`src/rtl/imem_loader.sv`:
```
// imem_loader: receives an instruction image as a byte stream and writes it
// into instruction memory, holding the core in reset until the image has
// been received and its checksum matches.
//
// Stream: LEN_LO, LEN_HI (little-endian 16-bit word count N),
//         4*N payload bytes (little-endian words), XOR checksum byte.
//
// Ports:
//   clk, rst            clock, asynchronous active-low reset
//   i_start             one-cycle load request (honoured in IDLE/DONE/ERROR)
//   i_byte/_valid       stream byte and qualifier
//   o_byte_ready        loader takes i_byte this cycle
//   o_imem_wr_en/addr/data  one-cycle instruction-memory write
//   o_core_rst_n        core reset, high only after a good load
//   o_busy/done/error   status flags
module imem_loader #(
  parameter int ADDR_W  = 8,
  parameter int TIMEOUT = 1024
) (
  input  logic              clk,
  input  logic              rst,
  input  logic              i_start,
  input  logic [7:0]        i_byte,
  input  logic              i_byte_valid,
  output logic              o_byte_ready,
  output logic              o_imem_wr_en,
  output logic [ADDR_W-1:0] o_imem_wr_addr,
  output logic [31:0]       o_imem_wr_data,
  output logic              o_core_rst_n,
  output logic              o_busy,
  output logic              o_done,
  output logic              o_error
);

  localparam int TW = $clog2(TIMEOUT + 1);
  localparam int CW = ADDR_W + 1;  // word count reaches 2^ADDR_W

  typedef enum logic [2:0] {
    S_IDLE, S_LEN_LO, S_LEN_HI, S_DATA, S_CHECK, S_DONE, S_ERROR
  } state_t;

  state_t        state, state_nxt;
  logic [7:0]    len_lo;
  logic [15:0]   len;
  logic [CW-1:0] word_cnt;
  logic [1:0]    byte_cnt;
  logic [7:0]    csum;
  logic [TW-1:0] tmo_cnt;
  logic [23:0]   word_buf;  // first three bytes of the word in progress

  logic        busy, accept, start_ok, tmo_hit, last_word, too_long;
  logic [15:0] n_rx;

  assign busy     = (state == S_LEN_LO) || (state == S_LEN_HI) ||
                    (state == S_DATA)   || (state == S_CHECK);
  assign accept   = i_byte_valid && busy;
  assign start_ok = i_start && ((state == S_IDLE) || (state == S_DONE) ||
                                (state == S_ERROR));
  assign n_rx     = {i_byte, len_lo};
  assign too_long = 32'(n_rx) > (32'd1 << ADDR_W);
  // Error is taken on the same edge the counter lands on TIMEOUT.
  assign tmo_hit  = busy && !accept && (tmo_cnt == TW'(TIMEOUT - 1));
  assign last_word = (32'(word_cnt) + 32'd1) == 32'(len);

  // State register
  always_ff @(posedge clk or negedge rst) begin
    if (!rst) state <= S_IDLE;
    else      state <= state_nxt;
  end

  // Next-state logic
  always_comb begin
    state_nxt = state;
    case (state)
      S_IDLE, S_DONE, S_ERROR:
        if (i_start) state_nxt = S_LEN_LO;
      S_LEN_LO:
        if (accept)       state_nxt = S_LEN_HI;
        else if (tmo_hit) state_nxt = S_ERROR;
      S_LEN_HI:
        if (accept) begin
          if (n_rx == 16'd0) state_nxt = S_CHECK;
          else if (too_long) state_nxt = S_ERROR;
          else               state_nxt = S_DATA;
        end else if (tmo_hit) state_nxt = S_ERROR;
      S_DATA:
        if (accept) begin
          if (byte_cnt == 2'd3 && last_word) state_nxt = S_CHECK;
        end else if (tmo_hit) state_nxt = S_ERROR;
      S_CHECK:
        if (accept)       state_nxt = (i_byte == csum) ? S_DONE : S_ERROR;
        else if (tmo_hit) state_nxt = S_ERROR;
      default: state_nxt = S_IDLE;
    endcase
  end

  // State-decoded outputs
  always_comb begin
    o_byte_ready = busy;
    o_busy       = busy;
    o_done       = (state == S_DONE);
    o_error      = (state == S_ERROR);
    o_core_rst_n = (state == S_DONE);
  end

  // Datapath: counters, checksum, word assembly and the registered write.
  // The write pulse is independent of the next state, so a word completed
  // on the cycle the FSM errors out is still written.
  always_ff @(posedge clk or negedge rst) begin
    if (!rst) begin
      len_lo         <= '0;
      len            <= '0;
      word_cnt       <= '0;
      byte_cnt       <= '0;
      csum           <= '0;
      tmo_cnt        <= '0;
      word_buf       <= '0;
      o_imem_wr_en   <= 1'b0;
      o_imem_wr_addr <= '0;
      o_imem_wr_data <= '0;
    end else begin
      o_imem_wr_en <= 1'b0;
      if (start_ok) begin
        word_cnt <= '0;
        byte_cnt <= '0;
        csum     <= '0;
        tmo_cnt  <= '0;
      end else if (busy) begin
        if (accept)                       tmo_cnt <= '0;
        else if (tmo_cnt != TW'(TIMEOUT)) tmo_cnt <= tmo_cnt + 1'b1;
        if (accept) begin
          case (state)
            S_LEN_LO: len_lo <= i_byte;
            S_LEN_HI: len    <= n_rx;
            S_DATA: begin
              csum     <= csum ^ i_byte;
              byte_cnt <= byte_cnt + 2'd1;
              case (byte_cnt)
                2'd0: word_buf[7:0]   <= i_byte;
                2'd1: word_buf[15:8]  <= i_byte;
                2'd2: word_buf[23:16] <= i_byte;
                default: begin
                  o_imem_wr_en   <= 1'b1;
                  o_imem_wr_addr <= word_cnt[ADDR_W-1:0];
                  o_imem_wr_data <= {i_byte, word_buf};
                  word_cnt       <= word_cnt + 1'b1;
                end
              endcase
            end
            default: ;
          endcase
        end
      end
    end
  end

endmodule

```
`config.mk`:
```
export PLATFORM = sky130hd
export DESIGN_NAME = imem_loader
export DESIGN_NICKNAME = d
export VERILOG_FILES = /design/src/rtl/imem_loader.sv
export SDC_FILE = /design/constraint.sdc
export NUM_CORES = 1
export LEC_CHECK = 0
export ABC_AREA = 0
export CORE_MARGIN = 5
export CORE_UTILIZATION = 45
export CTS_BUF_LIST = sky130_fd_sc_hd__clkbuf_2
export DETAILED_ROUTE_END_ITERATION = 6
export PLACE_DENSITY = 0.65
export SLEW_MARGIN = 20
export SYNTH_ARGS = -nofsm -noshare
export SYNTH_HDL_FRONTEND = slang
export SYNTH_SLANG_ARGS = --single-unit
```
`constraint.sdc`:
```
create_clock -name clk -period 5.3 [get_ports clk]
set_input_delay 1.06 -clock clk [delete_from_list [all_inputs] [get_ports clk]]
set_output_delay 1.06 -clock clk [all_outputs]
set_load 0.05 [all_outputs]
```
Yosys cells after proc, flatten, opt, wreduce, memory -nomap -nowiden

Cells that the tools add are included.
W data, S select, Z words.

Register bits after elaboration: 122
Bits in latches: 0
Memory bits (writable): 0
Bits in read-only memories: 0
Input port bits: 12
Output and inout bits: 46
Logic and storage cells: 100
Memories kept: 0

Add/sub/neg operators: 4
Multiply operators: 0
Div/mod/pow operators: 0
$lt $le $gt $ge: 1
Equal/unequal tests: 16
Shifts and indexed selects: 0
Mux-type cells: 33
Bitwise operators: 3
Reduce and logical (&&, ||, !) cells: 30

Operators with widths:

| operator                | number |
|---|---|
| $mux W9                 | 5 |
| $mux W11                | 4 |
| $mux W8                 | 4 |
| $mux W3                 | 9 |
| $reduce_and A5 Y1       | 4 |
| $eq A10 B16 Y1          | 1 |
| $gt A16 B9 Y1 const B   | 1 |
| $logic_not A16 Y1       | 1 |
| $pmux W3 S5             | 1 |
| $reduce_and A4 Y1       | 3 |
| $add A11 B1 Y11 const B | 1 |
| $eq A11 B10 Y1 const B  | 1 |
| $ne A11 B11 Y1 const B  | 1 |
| $add A9 B1 Y10 const B  | 1 |
| $mux W2                 | 5 |
| $add A9 B1 Y9 const B   | 1 |
| $eq A3 B3 Y1 const B    | 3 |
| $eq A8 B8 Y1            | 1 |
| $xor A8 B8 Y8           | 1 |
| $eq A3 B2 Y1 const B    | 2 |
| $reduce_bool A2 Y1      | 3 |
| $reduce_or A3 Y1        | 2 |
| $logic_and A1 B1 Y1     | 5 |
| $logic_or A1 B1 Y1      | 5 |
| 15 further kinds        | 22 |

Depth between registers and ports, before layout

Gate-level depths: netlist of the first run.

Depth after elaboration: 11
Gate-level depth with buffers: 10
Mapped depth without buffers: 8

Worst setup path before layout of the first run

Ideal clock, no wire load.

Path type: flip-flop to output port
Start: register state[1]
End: output o_done
Arrival time: 2251 ps
Path slack: 1989 ps
Cell stages (with the launch flop): 4
Buffers on the path: 2
Path through: dfrtp_1 clkbuf_1 nor3b_1 buf_4

Word-level cells in the longest chain between the ends: 1

RTL lines:

| element                | RTL line | RTL |
|---|---|---|
| start, declared        | 42       | `state_t state, state_nxt;` |
| start signal, assigned | 68       | `else state <= state_nxt;` |
| $eq A3 B3 Y1           | n/a      |  |
| end, declared          | 31       | `output logic o_done,` |

Every way passes these cells.

Worst setup path in the final report of the first run

Start: register state[0]
End: output o_busy

Word-level cells in the longest chain between the ends: 4
Elaborated cells on any way between the ends: 7

RTL lines:

| element                                             | RTL line | RTL |
|---|---|---|
| $eq A3 B1 Y1 / $eq A3 B2 Y1 (equally long branches) | 54       | `assign busy = (state == S_LEN_LO) \|\| (state == S_LEN_HI) \|\|` |
| $logic_or A1 B1 Y1 (2 in series)                    | 54       |  |
| $logic_or A1 B1 Y1 (*)                              | 55       | `(state == S_DATA) \|\| (state == S_CHECK);` |
| end, declared                                       | 30       | `output logic o_busy,` |

Every way passes the cells marked *; elsewhere a longest branch is shown, timed or not.

==> results_dict.tcl, run 1 <==
set metrics [dict create \
    outcome "completed" \
    static-leakage-power_uw 0.00310 \
    row_count 41 \
    p_per_area_nw_per_um2 431 \
    io_buffers 57 \
    cts_buffer_depth 2 \
    coreArea_um2 12700 \
    drt_iter0_drc 401 \
    max_stage_delay_ns 0.80 \
    relSlewSlack 0.472 \
    syn_area_per_cell_um2 10.1 \
    start_util 0.459 \
    die_w_um 124 \
    cts_tree "built" \
    cap_violations 0 \
    insertion_delay_ns 0.68 \
    cts_num_sinks 122 \
    whs_ns 0.392 \
    drc 0 \
    worstPathArrival_ns 2.64 \
    hp-class "input pin to async pin" \
    synth_top_cells_by_area "dfrtp_1 (52%), nand2_1 (10%), mux2_2 (9.1%), o21ai_0 (2.8%), xnor2_1 (2.1%)" \
    slew_viol_final 0 \
    cts_hold_buf 0 \
    rsz0062_at_grt "false" \
    wl_per_cell_um 15.7 \
    yosysWarnings 0 \
    die_y_um 124 \
    ant_nets 0 \
    seq_area_frac_synth 0.525 \
    cp_max_fo 13 \
    fin_nets 640 \
    max_freq_ghz 0.270 \
    start_kind "flip-flop" \
    cts_setup_buffers 0 \
    period_minus_slack_ns 3.70 \
    vdd_drop_max_mv 0.179 \
    areaGrowthSynthToFinish_pct 14.6 \
    period_share 0.699 \
    grt_util_all_layers 0.179 \
    grt_first_pass_wirelength_um 21200 \
    grt-ovfl-total 0 \
    synth_area_um2 5820 \
    crit_path_end_kind "primary output" \
    die_area_um2 15300 \
    grt_max_degree 86 \
    ys_seq_elements 122 \
    antenna_found_initial 0 \
    tightest_slew_ns 0.789 \
    synthCells 575 \
    viasPerCell 5.29 \
    slowest_stage "clkdlybuf4s50_1" \
    setup_violations 0 \
    report.power.total_uw 2870 \
    setup_tns_ns 0 \
    async_reset_ff_frac 1.00 \
    clkTransAtPathRegs_ns 0.18 \
    antenna_cells 0 \
    cts-resized-gates 0 \
    yosysTopAreaCellShare 0.525 \
    ios 58 \
    dr.pass1.iters 5 \
    root_buffer "clkbuf_2" \
    vias 4260 \
    synthFlopType "dfrtp_1" \
    grt_pass1_vias 4118 \
    hpwlAfterDp_um 8430 \
    finClkSkew_ns 0.0283 \
    cts_max_level 4 \
    place.gp.congestion 0.850 \
    yosysTopAreaCell "dfrtp_1" \
    worstSetupPathType "flip-flop to primary output" \
    synth_edf_count 0 \
    critical_path_required_ns 4.24 \
    syn-num-nets 594 \
    drive_above_1_share 0.166 \
    hold_viol 0 \
    wl_um 12600 \
    synth_cell_type_count 59 \
    crit_chain "or2_4, xnor2_2, inv_1, clkdlybuf4s50_1" \
    cts_buffers 17 \
]
-- cells in the final DEF, fill, tap and decap left out, drive strengths merged, types with 10 or more instances in the layout --
master / n
mux2: 47
clkdlybuf4s50: 56
a21oi: 12
o21ai: 37
inv: 11
dfrtp: 122
nor2: 30
nor3: 10
xnor2: 15
nand2: 161
xor2: 13
clkbuf: 19
-- cells in the mapped netlist (6+ instances only) --
cell	number
nand2_1	159
dfrtp_1	122
mux2_2	47
o21ai_0	33
nor2_1	27
xnor2_1	14
xor2_1	13
a21oi_1	11
clkbuf_1	11
inv_1	10
buf_2	9
nor3_1	9
ha_1	7
nand4_1	7
nor4_1	7
buf_4	6
nand3_1	6
-- metrics by stage --
step,instances,util,worst slack [ns],instance area [um2]
CTS,805,0.526,1.52,6670
finish,805,0.526,1.60,6670
global route,805,0.526,1.41,6670
global placement,774,0.507,1.91,6420
detailed placement,774,0.507,1.82,6420
floorplan,575,-,1.99,5820
-- area by class of cell --
| type | instances | area [um2] |
|---|---|---|
| clock inverter | 12 | 150 |
| sequential | 122 | 3050 |
| clock buffer | 19 | 95.1 |
| multi-input combinational | 410 | 2520 |
| timing repair buffer | 60 | 594 |
| fill | 1157 | 6000 |
| inverter | 10 | 37.5 |
| tap | 172 | 215 |
-- metal layers --
layer / track usage / wire length [um]
met1: 0.246 / 5750
met2: 0.280 / 6220
met3: 0.0450 / 516
met4: 0.0567 / 129
met5: 0 / 0
-- power breakdown --
part	total [uW]	switching (uW)	internal, uW
Combinational	925	516	409
Sequential	1340	188	1150
Clock	610	347	263
Total	2870	1050	1820
-- registers in the layout, summed over array words and instances, names as in the netlist --
name,cells
word_buf,24
csum,8
byte_cnt,2
o_imem_wr_addr,8
o_imem_wr_en,1
o_imem_wr_data,32
state,3
word_cnt,9
len,16
tmo_cnt,11
len_lo,8
-- cells by family after synthesis --
family / after synthesis / synth area share
simple gates: 257 / 0.207
flops: 122 / 0.525
compound gates: 69 / 0.0740
mux: 49 / 0.0944
buf+inv: 43 / 0.0417
xor+xnor: 28 / 0.0434
fa+ha+maj: 7 / 0.0150
-- final timing paths --
path | startpoint | cells past startpoint | slack (ns) | endpoint
setup / recovery | state[0] | 4 | 1.60 | o_busy
max in group asynchronous | rst | 2 | 3.86 | csum[0]
setup reg to reg | state[2] | 7 | 2.88 | word_cnt[8]
hold reg to reg | word_buf[18] | 2 | 0.46 | o_imem_wr_data[18]
hold / removal | rst | 1 | 0.39 | o_imem_wr_addr[0]
min in group clk | word_buf[18] | 2 | 0.46 | o_imem_wr_data[18]
-- critical path: cells and delay by family (launching register included) --
kind / cells / cell delay [ns]
xor gates and xnor gates: 1 / 0.17
buffers and inverters: 2 / 0.90
DFF: 1 / 0.57
and+or+nand+nor: 1 / 0.35
(Power assumes the default switching activity.)
==> run 2, diff against run 1 <==
==> constraint.sdc (replaced) <==
create_clock -name clk -period 3.5 [get_ports clk]
set_input_delay 0.7 -clock clk [delete_from_list [all_inputs] [get_ports clk]]
set_output_delay 0.7 -clock clk [all_outputs]
set_load 0.05 [all_outputs]
==> results_dict.tcl, run 2 (synthesis gave the netlist of run 1 again) <==
set metrics [dict create \
    layout_common_cells "nand2_1 (159), dfrtp_1 (122), clkdlybuf4s50_1 (53)" \
    grt_pass1_vias 4251 \
    dr.pass1.iters 4 \
    vias 4244 \
    grt_max_degree 60 \
    postLayoutSetupSlackWorst_ns 0.199 \
    drt_iter0_drc 331 \
    slew_viol_final 0 \
    ios 58 \
    die_w_um 124 \
    path_delay_family "buffers and inverters" \
    relSlewSlack 0.501 \
    largest_reg_flops 32 \
    cts_tree "built" \
    fin_nets 646 \
    slowest_stage "clkdlybuf4s50_1" \
    max_freq_ghz 0.303 \
    p_sw_uw 1620 \
    swShare 0.381 \
    die_area_um2 15300 \
    row_count 41 \
    crit_chain "inv_1, nor3b_1, clkdlybuf4s50_1" \
    cts_buffers 17 \
    ant_nets 0 \
    place_ws_ns 0.350 \
    tightest_slew_ns 0.749 \
    grt_util_all_layers 0.183 \
    r2r-end "word_cnt[6]" \
    setup_tns_ns 0 \
    drive_above_1_share 0.173 \
    comb_power_share 0.333 \
    crit_path_end_kind "primary output" \
    grt_first_pass_wirelength_um 21600 \
    cts_setup_buffers 0 \
    insertion_delay_ns 0.68 \
    die_y_um 124 \
    viasPerCell 5.22 \
    worstSetupPathType "flip-flop to primary output" \
    worstPathArrival_ns 2.60 \
    regMostFlops "o_imem_wr_data" \
    start_kind "flip-flop" \
    cts_max_level 4 \
    power_frac_clock 0.189 \
    wl_um 12600 \
    cts_hold_buf 0 \
    outcome "completed" \
    seq_power_share 0.478 \
    grt-ovfl-total 0 \
    cts_buffer_depth 2 \
    hp-class "input pin to async pin" \
    multi_input_area_um2 2520 \
    static-leakage-power_uw 0.00313 \
    report.power.total_uw 4240 \
    regToRegSetupSlack_ns 1.04 \
    reg_top3 "o_imem_wr_data x32, word_buf x24, len x16" \
    final_cells 813 \
    crit_buf_inv 2 \
    stdcell_area_um2 6690 \
    wl_per_cell_um 15.6 \
    finClkSkew_ns 0.0276 \
    antenna_found_initial 1 \
    vdd_drop_max_mv 0.293 \
    coreArea_um2 12700 \
    postPlaceCellArea_um2 6460 \
    drc 0 \
    max_stage_delay_ns 0.85 \
    setup_violations 0 \
    hpwlAfterDp_um 8740 \
    cts_num_sinks 122 \
    areaGrowthSynthToFinish_pct 15.0 \
    p_per_area_nw_per_um2 634 \
    cap_violations 0 \
    io_buffers 57 \
    cp_max_fo 13 \
    root_buffer "clkbuf_2" \
    rr_startpoint "state[2]" \
    period_minus_slack_ns 3.30 \
    place.gp.congestion 0.828 \
    clkTransAtPathRegs_ns 0.20 \
    critical_path_required_ns 2.80 \
    period_share 0.943 \
    internal_power_uw 2630 \
    cts-resized-gates 0 \
    regArea_um2 3050 \
    hold_viol 0 \
    rr_worst_depth 7 \
    final_common_cell "nand2_1" \
    start_util 0.459 \
    dp.cells 780 \
    fillers 1158 \
]
## run 2: cell count changes in the layout (fill, tap and decap cells not counted), moves of 2 or more
cell	delta
clkinvlp_4	+2
dlymetal6s2s_1	+3
bufinv_16	-2
clkinv_2	-2
buf_4	+7
clkinv_4	+2
clkdlybuf4s50_1	-3
## run 2: cell type report
cell class,instances,share of cell area
Clock buffer,18,0.0135
Multi-Input combinational cell,410,0.377
Antenna cell,1,0.000374
Timing Repair Buffer,66,0.0961
Inverter,10,0.00561
Sequential cell,122,0.456
Clock inverter,14,0.0187
Tap cell,172,0.0322
## run 2: power groups by stage
stage               logic (uW)  registers (uW)  clock network, uW
floorplan                 1060            2050                  0
global placement          1380            2040                  0
detailed placement        1420            2060                  0
CTS                       1430            2030                835
global route              1550            2080                906
finish                    1410            2030                802
## run 2: metal layers
layer,track usage,part of all wire,vias up
li1,-,-,2045
met1,0.241,0.45,2096
met2,0.294,0.49,88
met3,0.0490,0.043,15
met4,0.0581,0.013,0
met5,0,0,-
## run 2: worst max-delay path by stage
stage	startpoint	to	slack, ns	cells past startpoint
floorplan	state[1]	o_done	0.55	3
global placement	i_byte_valid	word_cnt[7]	0.51	8
detailed placement	i_byte_valid	word_cnt[6]	0.35	8
CTS	state[0]	o_byte_ready	0.05	4
global route	state[0]	o_core_rst_n	-0.0003	3
finish	state[0]	o_core_rst_n	0.20	3
## run 2: stage by stage
stage	hold WS, ns	util
3_3_place_gp	0.444	0.510
4_1_cts	0.0211	0.527
6_report	0.0617	0.528
3_5_place_dp	0.454	0.510
5_1_grt	0.0121	0.528
2_1_floorplan	0.404	-
==> run 3, diff against run 2 <==
--- a/config.mk
+++ b/config.mk
@@ -11,6 +11,7 @@
 export CTS_BUF_LIST = sky130_fd_sc_hd__clkbuf_2
 export DETAILED_ROUTE_END_ITERATION = 6
 export PLACE_DENSITY = 0.65
+export SETUP_SLACK_MARGIN = 0.15
 export SLEW_MARGIN = 20
 export SYNTH_ARGS = -nofsm -noshare
 export SYNTH_HDL_FRONTEND = slang
==> results_dict.tcl, run 3 (synthesis gave the netlist of run 1 again) <==
set metrics [dict create \
    outcome "completed" \
    cts_hold_buf 0 \
    postLayoutSetupSlackWorst_ns 0.412 \
    layout_common_cells "nand2_1 (159), dfrtp_1 (121), clkdlybuf4s50_1 (52)" \
    start_kind "flip-flop" \
    crit_path_end_kind "primary output" \
    coreArea_um2 12700 \
    largest_reg_flops 32 \
    drc 0 \
    ios 58 \
    setup_tns_ns 0 \
    grt_first_pass_wirelength_um 21600 \
    antenna_found_initial 1 \
    wl_per_cell_um 15.7 \
    tightest_slew_ns 0.760 \
    start_util 0.459 \
    root_buffer "clkbuf_2" \
    period_share 0.882 \
    place.gp.congestion 0.828 \
    hpwlAfterDp_um 8740 \
    hp-class "input pin to async pin" \
    crit_chain "or2_4, xnor2_2, inv_1, dlygate4sd2_1" \
    dr.pass1.iters 4 \
    final_common_cell "nand2_1" \
    max_stage_delay_ns 0.58 \
    postPlaceCellArea_um2 6460 \
    cp_max_fo 13 \
    cts_buffer_depth 2 \
    reg_top3 "o_imem_wr_data x32, word_buf x24, len x16" \
    drive_above_1_share 0.175 \
    drt-met1-wl_um 5840 \
    cts_setup_buffers 0 \
    dr_wl_met2_um 6220 \
    clkTransAtPathRegs_ns 0.19 \
    areaGrowthSynthToFinish_pct 14.8 \
    p_per_area_nw_per_um2 633 \
    cts_buffers 17 \
    wl_met3_um 498 \
    max_freq_ghz 0.324 \
    hold_viol 0 \
    finClkSkew_ns 0.0273 \
    cts_num_sinks 122 \
    setup_violations 0 \
    cts_max_level 4 \
    place_ws_ns 0.350 \
    stdcell_area_um2 6680 \
    io_buffers 57 \
    vdd_drop_max_mv 0.291 \
    worstSetupPathType "flip-flop to primary output" \
    cts_tree "built" \
    post-route-util 0.527 \
    row_count 41 \
    grt_util_all_layers 0.183 \
    static-leakage-power_uw 0.00311 \
    viasPerCell 5.22 \
    drt_iter0_drc 306 \
    fin_nets 646 \
    top_layer_used "met4" \
    ant_nets 0 \
    slew_viol_final 0 \
    die_y_um 124 \
    insertion_delay_ns 0.68 \
    grt_pass1_vias 4251 \
    vias 4243 \
    worstPathArrival_ns 2.39 \
    regMostFlops "o_imem_wr_data" \
    die_w_um 124 \
    grt-ovfl-total 0 \
    wl_um 12700 \
    critical_path_required_ns 2.80 \
    grt_max_degree 60 \
    rsz0062_at_grt "false" \
    slowest_stage "dfrtp_1" \
    relSlewSlack 0.494 \
    die_area_um2 15300 \
    cap_violations 0 \
    period_minus_slack_ns 3.09 \
]
run 3: changes by cell type in the layout (fill, tap and decap cells not counted), sizes merged:
| cell | previous run | this run |
|---|---|---|
| clkdlybuf4s50 | 53 | 52 |
| dlygate4sd2 | 0 | 4 |
| dlymetal6s2s | 3 | 0 |
run 3: worst paths after layout:
| kind | startpoint | end | slack [ns] | depth (start not counted) |
|---|---|---|---|---|
| setup reg to reg | state[1] | word_cnt[6] | 1.05 | 7 |
| max in group asynchronous | rst | o_imem_wr_data[22] | 2.59 | 2 |
| setup / recovery | state[0] | o_byte_ready | 0.41 | 4 |
| hold reg to reg | word_buf[19] | o_imem_wr_data[19] | 0.48 | 2 |
| min in group clk | word_buf[19] | o_imem_wr_data[19] | 0.48 | 2 |
| hold / removal | rst | word_cnt[3] | 0.07 | 1 |
run 3: metrics by stage:
| step | hold slack, ns | total power (uW) | cells |
|---|---|---|---|
| 6_report | 0.0667 | 4230 | 813 |
| 5_1_grt | 0.0121 | 4520 | 813 |
| 4_1_cts | 0.0211 | 4270 | 812 |
| 3_5_place_dp | 0.454 | 3480 | 780 |
| 3_3_place_gp | 0.444 | 3420 | 780 |
| 2_1_floorplan | 0.404 | 3120 | 575 |
run 3: final cells by class:
type	instances	area, um2
fillers	1159	5990
diodes	1	2.50
clock buffers	18	90.1
well taps	172	215
flip-flops and latches	122	3050
repair buffers	66	631
inverters	10	37.5
multi-input cells	410	2520
clock inverters	14	125
run 3: power by group:
group	internal, uW	total [uW]	switching [uW]	leakage (uW)
Sequential	1750	2030	284	0.00162
Clock	259	802	543	0.000120
Combinational	608	1400	791	0.00137
Total	2610	4230	1620	0.00311
run 3: timing repair:
| item | 4_1_cts | 5_1_grt |
|---|---|---|
| endpoints found under the hold margin | 0 | 0 |
| gates resized for setup | 4 | 1 |
| setup endpoints to repair | 4 | 1 |
run 3: routing by layer:
layer,track usage,vias up
met5,0,-
met4,0.0581,0
met3,0.0490,16
met2,0.294,92
met1,0.241,2094
li1,-,2041
run 3: critical path: cells and delay by family (launching register included):
family	cells	cell delay, ns
xor+xnor	1	0.17
buf+inv	2	0.62
simple gates	1	0.35
flops	1	0.58
